File: src/rtl/dmem_bus_arbiter_if.sv
// dmem_bus_arbiter_if: bus bundle between the two requesters, the data-memory port and the arbiter.
//   requester side : req0/1, we0/1, addr0/1, wdata0/1 in; gnt0/1, rvalid0/1, rdata0/1 out
//   memory side    : mem_en, mem_we, mem_addr, mem_wdata out; mem_rdata in
//   status         : busy, gcnt0, gcnt1, ccnt
//   modport slave  is the arbiter view; modport master is the requester/memory view.
interface dmem_bus_arbiter_if #(
   parameter int DBITS    = 32,
   parameter int CNT_BITS = 16
);
   logic                req0, req1, we0, we1;
   logic [DBITS-1:0]    addr0, addr1, wdata0, wdata1;
   logic                gnt0, gnt1, rvalid0, rvalid1;
   logic [DBITS-1:0]    rdata0, rdata1;
   logic                mem_en, mem_we;
   logic [DBITS-1:0]    mem_addr, mem_wdata, mem_rdata;
   logic                busy;
   logic [CNT_BITS-1:0] gcnt0, gcnt1, ccnt;
   modport slave (
      input  req0, req1, we0, we1, addr0, addr1, wdata0, wdata1, mem_rdata,
      output gnt0, gnt1, rvalid0, rvalid1, rdata0, rdata1,
      output mem_en, mem_we, mem_addr, mem_wdata, busy, gcnt0, gcnt1, ccnt
   );
   modport master (
      output req0, req1, we0, we1, addr0, addr1, wdata0, wdata1, mem_rdata,
      input  gnt0, gnt1, rvalid0, rvalid1, rdata0, rdata1,
      input  mem_en, mem_we, mem_addr, mem_wdata, busy, gcnt0, gcnt1, ccnt
   );
endinterface

File: src/rtl/dmem_bus_arbiter.sv
// dmem_bus_arbiter: round-robin two-requester arbiter for the data-memory / MMIO port.
//   clk, reset : clock, asynchronous active-high reset
//   bus        : dmem_bus_arbiter_if.slave (requester handshakes, memory port, busy, counters)
//   Optional grant/conflict counters are built when ARB_PERF_CNT_EN is defined.
module dmem_bus_arbiter #(
   parameter int DBITS    = 32,
   parameter int CNT_BITS = 16
) (
   input logic               clk,
   input logic               reset,
   dmem_bus_arbiter_if.slave bus
);
   typedef enum logic [1:0] {IDLE, ISSUE, RDWAIT} state_t;
   state_t           state, state_n;
   logic             take, win1;
   logic             rr_last, rr_last_n;
   logic             mem_en_q, mem_en_n, mem_we_q, mem_we_n;
   logic             gnt0_q, gnt0_n, gnt1_q, gnt1_n;
   logic             rvalid0_q, rvalid0_n, rvalid1_q, rvalid1_n;
   logic             busy_q, busy_n;
   logic [DBITS-1:0] mem_addr_q, mem_addr_n, mem_wdata_q, mem_wdata_n;
   // rr_last doubles as the owner of the command in flight, since it is set to the winner.
   always_comb begin
      take        = (state == IDLE) && (bus.req0 || bus.req1);
      win1        = bus.req1 && (!bus.req0 || !rr_last);
      state_n     = (state == IDLE)  ? (take ? ISSUE : IDLE) :
                    (state == ISSUE) ? (mem_we_q ? IDLE : RDWAIT) : IDLE;
      rr_last_n   = take ? win1 : rr_last;
      mem_en_n    = take;
      gnt0_n      = take && !win1;
      gnt1_n      = take && win1;
      mem_we_n    = take ? (win1 ? bus.we1 : bus.we0) : mem_we_q;
      mem_addr_n  = take ? (win1 ? bus.addr1 : bus.addr0) : mem_addr_q;
      mem_wdata_n = take ? (win1 ? bus.wdata1 : bus.wdata0) : mem_wdata_q;
      rvalid0_n   = (state == ISSUE) && !mem_we_q && !rr_last;
      rvalid1_n   = (state == ISSUE) && !mem_we_q && rr_last;
      busy_n      = state_n != IDLE;
   end
   always_ff @(posedge clk or posedge reset) begin
      if (reset) begin
         state       <= IDLE;
         rr_last     <= 1'b1;
         mem_en_q    <= 1'b0;
         mem_we_q    <= 1'b0;
         mem_addr_q  <= '0;
         mem_wdata_q <= '0;
         gnt0_q      <= 1'b0;
         gnt1_q      <= 1'b0;
         rvalid0_q   <= 1'b0;
         rvalid1_q   <= 1'b0;
         busy_q      <= 1'b0;
      end else begin
         state       <= state_n;
         rr_last     <= rr_last_n;
         mem_en_q    <= mem_en_n;
         mem_we_q    <= mem_we_n;
         mem_addr_q  <= mem_addr_n;
         mem_wdata_q <= mem_wdata_n;
         gnt0_q      <= gnt0_n;
         gnt1_q      <= gnt1_n;
         rvalid0_q   <= rvalid0_n;
         rvalid1_q   <= rvalid1_n;
         busy_q      <= busy_n;
      end
   end
   assign bus.mem_en    = mem_en_q;
   assign bus.mem_we    = mem_we_q;
   assign bus.mem_addr  = mem_addr_q;
   assign bus.mem_wdata = mem_wdata_q;
   assign bus.gnt0      = gnt0_q;
   assign bus.gnt1      = gnt1_q;
   assign bus.rvalid0   = rvalid0_q;
   assign bus.rvalid1   = rvalid1_q;
   assign bus.busy      = busy_q;
   // Read data is passed straight through from memory, steered only to the owner.
   assign bus.rdata0    = rvalid0_q ? bus.mem_rdata : '0;
   assign bus.rdata1    = rvalid1_q ? bus.mem_rdata : '0;
`ifdef ARB_PERF_CNT_EN
   logic [CNT_BITS-1:0] gcnt0_q, gcnt1_q, ccnt_q;
   always_ff @(posedge clk or posedge reset) begin
      if (reset) begin
         gcnt0_q <= '0;
         gcnt1_q <= '0;
         ccnt_q  <= '0;
      end else begin
         if (gnt0_n && !(&gcnt0_q)) gcnt0_q <= gcnt0_q + CNT_BITS'(1);
         if (gnt1_n && !(&gcnt1_q)) gcnt1_q <= gcnt1_q + CNT_BITS'(1);
         if (take && bus.req0 && bus.req1 && !(&ccnt_q)) ccnt_q <= ccnt_q + CNT_BITS'(1);
      end
   end
   assign bus.gcnt0 = gcnt0_q;
   assign bus.gcnt1 = gcnt1_q;
   assign bus.ccnt  = ccnt_q;
`else
   assign bus.gcnt0 = {CNT_BITS{1'b0}};
   assign bus.gcnt1 = {CNT_BITS{1'b0}};
   assign bus.ccnt  = {CNT_BITS{1'b0}};
`endif
endmodule

File: src/flat_wrapper.sv
// flat-port wrapper written by rule: the top's interface ports become plain ports
module dmem_bus_arbiter_flat 
#(
   parameter int DBITS    = 32,
   parameter int CNT_BITS = 16
)
  (clk, reset, bus_req0, bus_req1, bus_we0, bus_we1, bus_addr0, bus_addr1, bus_wdata0, bus_wdata1, bus_mem_rdata, bus_gnt0, bus_gnt1, bus_rvalid0, bus_rvalid1, bus_rdata0, bus_rdata1, bus_mem_en, bus_mem_we, bus_mem_addr, bus_mem_wdata, bus_busy, bus_gcnt0, bus_gcnt1, bus_ccnt);
  dmem_bus_arbiter_if #(.DBITS(DBITS), .CNT_BITS(CNT_BITS)) bus_i ();
  input logic clk;
  input logic reset;
  input wire logic [$bits(bus_i.req0)-1:0] bus_req0;
  input wire logic [$bits(bus_i.req1)-1:0] bus_req1;
  input wire logic [$bits(bus_i.we0)-1:0] bus_we0;
  input wire logic [$bits(bus_i.we1)-1:0] bus_we1;
  input wire logic [$bits(bus_i.addr0)-1:0] bus_addr0;
  input wire logic [$bits(bus_i.addr1)-1:0] bus_addr1;
  input wire logic [$bits(bus_i.wdata0)-1:0] bus_wdata0;
  input wire logic [$bits(bus_i.wdata1)-1:0] bus_wdata1;
  input wire logic [$bits(bus_i.mem_rdata)-1:0] bus_mem_rdata;
  output wire logic [$bits(bus_i.gnt0)-1:0] bus_gnt0;
  output wire logic [$bits(bus_i.gnt1)-1:0] bus_gnt1;
  output wire logic [$bits(bus_i.rvalid0)-1:0] bus_rvalid0;
  output wire logic [$bits(bus_i.rvalid1)-1:0] bus_rvalid1;
  output wire logic [$bits(bus_i.rdata0)-1:0] bus_rdata0;
  output wire logic [$bits(bus_i.rdata1)-1:0] bus_rdata1;
  output wire logic [$bits(bus_i.mem_en)-1:0] bus_mem_en;
  output wire logic [$bits(bus_i.mem_we)-1:0] bus_mem_we;
  output wire logic [$bits(bus_i.mem_addr)-1:0] bus_mem_addr;
  output wire logic [$bits(bus_i.mem_wdata)-1:0] bus_mem_wdata;
  output wire logic [$bits(bus_i.busy)-1:0] bus_busy;
  output wire logic [$bits(bus_i.gcnt0)-1:0] bus_gcnt0;
  output wire logic [$bits(bus_i.gcnt1)-1:0] bus_gcnt1;
  output wire logic [$bits(bus_i.ccnt)-1:0] bus_ccnt;
  assign bus_i.req0 = bus_req0;
  assign bus_i.req1 = bus_req1;
  assign bus_i.we0 = bus_we0;
  assign bus_i.we1 = bus_we1;
  assign bus_i.addr0 = bus_addr0;
  assign bus_i.addr1 = bus_addr1;
  assign bus_i.wdata0 = bus_wdata0;
  assign bus_i.wdata1 = bus_wdata1;
  assign bus_i.mem_rdata = bus_mem_rdata;
  assign bus_gnt0 = bus_i.gnt0;
  assign bus_gnt1 = bus_i.gnt1;
  assign bus_rvalid0 = bus_i.rvalid0;
  assign bus_rvalid1 = bus_i.rvalid1;
  assign bus_rdata0 = bus_i.rdata0;
  assign bus_rdata1 = bus_i.rdata1;
  assign bus_mem_en = bus_i.mem_en;
  assign bus_mem_we = bus_i.mem_we;
  assign bus_mem_addr = bus_i.mem_addr;
  assign bus_mem_wdata = bus_i.mem_wdata;
  assign bus_busy = bus_i.busy;
  assign bus_gcnt0 = bus_i.gcnt0;
  assign bus_gcnt1 = bus_i.gcnt1;
  assign bus_ccnt = bus_i.ccnt;
  dmem_bus_arbiter #(.DBITS(DBITS), .CNT_BITS(CNT_BITS)) u_core (.clk(clk), .reset(reset), .bus(bus_i));
endmodule
File: config.mk
export PLATFORM = sky130hd
export DESIGN_NAME = dmem_bus_arbiter_flat
export DESIGN_NICKNAME = d
export VERILOG_FILES = /design/src/rtl/dmem_bus_arbiter_if.sv /design/src/rtl/dmem_bus_arbiter.sv /design/src/flat_wrapper.sv
export SDC_FILE = /design/constraint.sdc
export NUM_CORES = 1
export LEC_CHECK = 0
export CORE_AREA = 2 2 135 137
export DETAILED_ROUTE_END_ITERATION = 7
export DIE_AREA = 0 0 137 139
export PLACE_DENSITY = 0.7
export SYNTH_ARGS = -nofsm -noshare
export SYNTH_HDL_FRONTEND = slang
export SYNTH_SLANG_ARGS = --single-unit
File: constraint.sdc
create_clock -name clk -period 4.6 [get_ports clk]
set_input_delay 0.69 -clock clk [delete_from_list [all_inputs] [get_ports clk]]
set_output_delay 0.69 -clock clk [all_outputs]
set_load 0.02 [all_outputs]
==> results.cfg <==
[run_status]
outcome = completed

[cts]
clock-sinks = 73
path_clk_slew_ns = 0.05
cts_setup_buffers = 0
numCtsBuffers = 9
clock-root-buffer = clkbuf_16
cts-hold-fix-buffers = 0
h-tree-depth = 3
clock_latency_ns = 0.33
ctsResizeCount = 0
ctsLongestPathBuffers = 2
cts_tree = done

[logic_synthesis]
synth_common_cells = dfrtp_1, a221o_1, and2_1, o21a_1, buf_4
avgSynthCellArea_um2 = 10.9
netlist_top_cells_area = dfrtp_1, a221o_1, o21a_1
synth.top_cell.area_share_pct = 45.1
ys_seq_elements = 73
synth_most_common_cell = dfrtp_1
ys_seq_area_share_pct = 45.8
synth_warnings = 0
yosys.area.top_type = dfrtp_1
synth_cells = 368
async_reset_ff_share_pct = 100
synth_edf_count = 0
synthFlopType = dfrtp_1
syn_area_um2 = 4000
ys_types = 18

[setup_path]
critPathMaxFanout = 33
end_kind = output pin
worstSetupPathType = reg -> out
cp.arrival_ns = 2.12
cp-start-kind = register
worstPathRequired_ns = 3.91

[route]
viasPerCell = 4.42
first_iter_violations = 118
ant_nets = 0
vias = 3906
post_drt_wl_per_cell_um = 17.0
dr.pass1.iters = 4
drt_wl_total_um = 15100
drc_errors = 0

[sta]
final.setup_skew_ns = 0.0101
setup_viol = 0
drv_slew = 0
min_period_ns = 2.81
timing.fmax_mhz = 356
final_hold_viol_count = 0
tns_ns = 0
rsz0062_at_grt = false
fin_crit_sh_pct = 61.0
hold_ws_ns = 0.508
max-slew-margin-rel_pct = 43.7
worst_pin_slew_ns = 0.845

[final_layout]
seq_area_um2 = 1830
multi_input_area_um2 = 1800
drive_above_1_share_pct = 4.29
fill_cells = 1695
nets = 814
syn2layout_area_growth_pct = 82.6

[die]
fp-row-count = 49
dieArea_um2 = 19000
start_util_pct = 22.6
die_w_um = 137
core_region_area_um2 = 17700
ios = 349
fp.dieH_um = 139

[min_path]
holdCritPathClass = reg -> reg

[global_route]
grt_pass1_wl_um = 22300
grt_max_degree = 69
first_global_vias = 3998
grt_overflow = 0
antenna_found_initial = 1
grt_use_total_pct = 15.2

[place]
port_buffers = 300
place_hpwl_um = 11200
routabilityCongestion = 0.760

[pwr]
p_leak_nw = 2.98
p_per_area_nw_per_um2 = 619
peakVddDrop_mv = 0.317

[job]
maxCapViolations = 0
[sequential cells by signal, summed over array words and instances (netlist names)]
name,cells
u_core.bus.busy,1
u_core.bus.gnt0,1
u_core.bus.gnt1,1
u_core.bus.mem_addr,32
u_core.bus.mem_wdata,32
u_core.bus.mem_we,1
u_core.bus.rvalid0,1
u_core.bus.rvalid1,1
u_core.rr_last,1
u_core.state,2
[critical path, cell delays in order, from the launching register on]
cell and delay (ns):
dfrtp_1 0.89, and2_1 0.24, clkdlybuf4s50_1 0.66
[per-layer routing]
layer | wire (µm) | track usage [%]
met5 | 0 | 0
met4 | 221 | 4.07
met3 | 1380 | 4.39
met2 | 7760 | 27.7
met1 | 5690 | 16.9
[final cells by class]
class	instances	area share, %
Multi-Input combinational cell	256	24.7
Clock inverter	6	1.23
Clock buffer	10	3.14
Antenna cell	1	0.0343
Timing Repair Buffer	306	41.8
Sequential cell	73	25.1
Inverter	2	0.120
Tap cell	229	3.93
[final timing paths]
path | start | to | slack, ns | depth (start not counted)
setup / recovery | u_core.bus.rvalid1 | bus_rdata1[27] | 1.79 | 2
hold / removal | u_core.rr_last | u_core.bus.rvalid0 | 0.51 | 1
setup reg to reg | u_core.rr_last | u_core.bus.mem_addr[8] | 2.51 | 4
hold reg to reg | u_core.rr_last | u_core.bus.rvalid0 | 0.51 | 1
max in group asynchronous | reset | u_core.bus.mem_addr[22] | 2.88 | 3
min in group asynchronous | reset | u_core.bus.mem_wdata[13] | 0.78 | 2
[kinds of logic after synthesis]
group                  after synthesis  share of synthesized area [%]
AOI/OAI and AO/OA                  132                           28.8
buffers and inverters               86                           13.7
and+or+nand+nor                     76                           11.7
DFF                                 73                           45.8
other                                1                         0.0939
[through the flow]
stage               power, W  instances  cell area (µm²)  setup slack [ns]  util (%)
floorplan            0.00266        415             4170              2.06         -
global placement     0.00377        866             6980              1.84      39.5
detailed placement   0.00379        866             6980              1.84      39.5
CTS                  0.00458        882             7290              1.64      41.3
global route         0.00476        883             7300              1.61      41.3
finish               0.00451        883             7300              1.79      41.3
[cell usage in the layout, fill, tap and decap left out]
cell type,instances
a221o_1,65
and2_1,65
and3_2,2
buf_4,6
bufinv_16,2
clkbuf_1,1
clkbuf_16,9
clkdlybuf4s50_1,300
clkinv_2,2
clkinv_4,1
clkinvlp_4,1
conb_1,48
dfrtp_1,72
dfstp_2,1
diode_2,1
inv_1,1
inv_6,1
nand2_1,1
nand2b_1,2
nor2_1,3
nor2_4,1
o21a_1,65
o21ai_0,2
or2_2,1
or3b_2,1
[report_power, final]
part / leakage (nW) / switching (W) / internal (W) / total, W
logic: 1.92 / 0.00126 / 0.00131 / 0.00257
clock network: 0.153 / 0.000284 / 0.000477 / 0.000762
registers: 0.902 / 0.000219 / 0.000959 / 0.00118
Note: power is estimated with default switching activity, not from simulation.
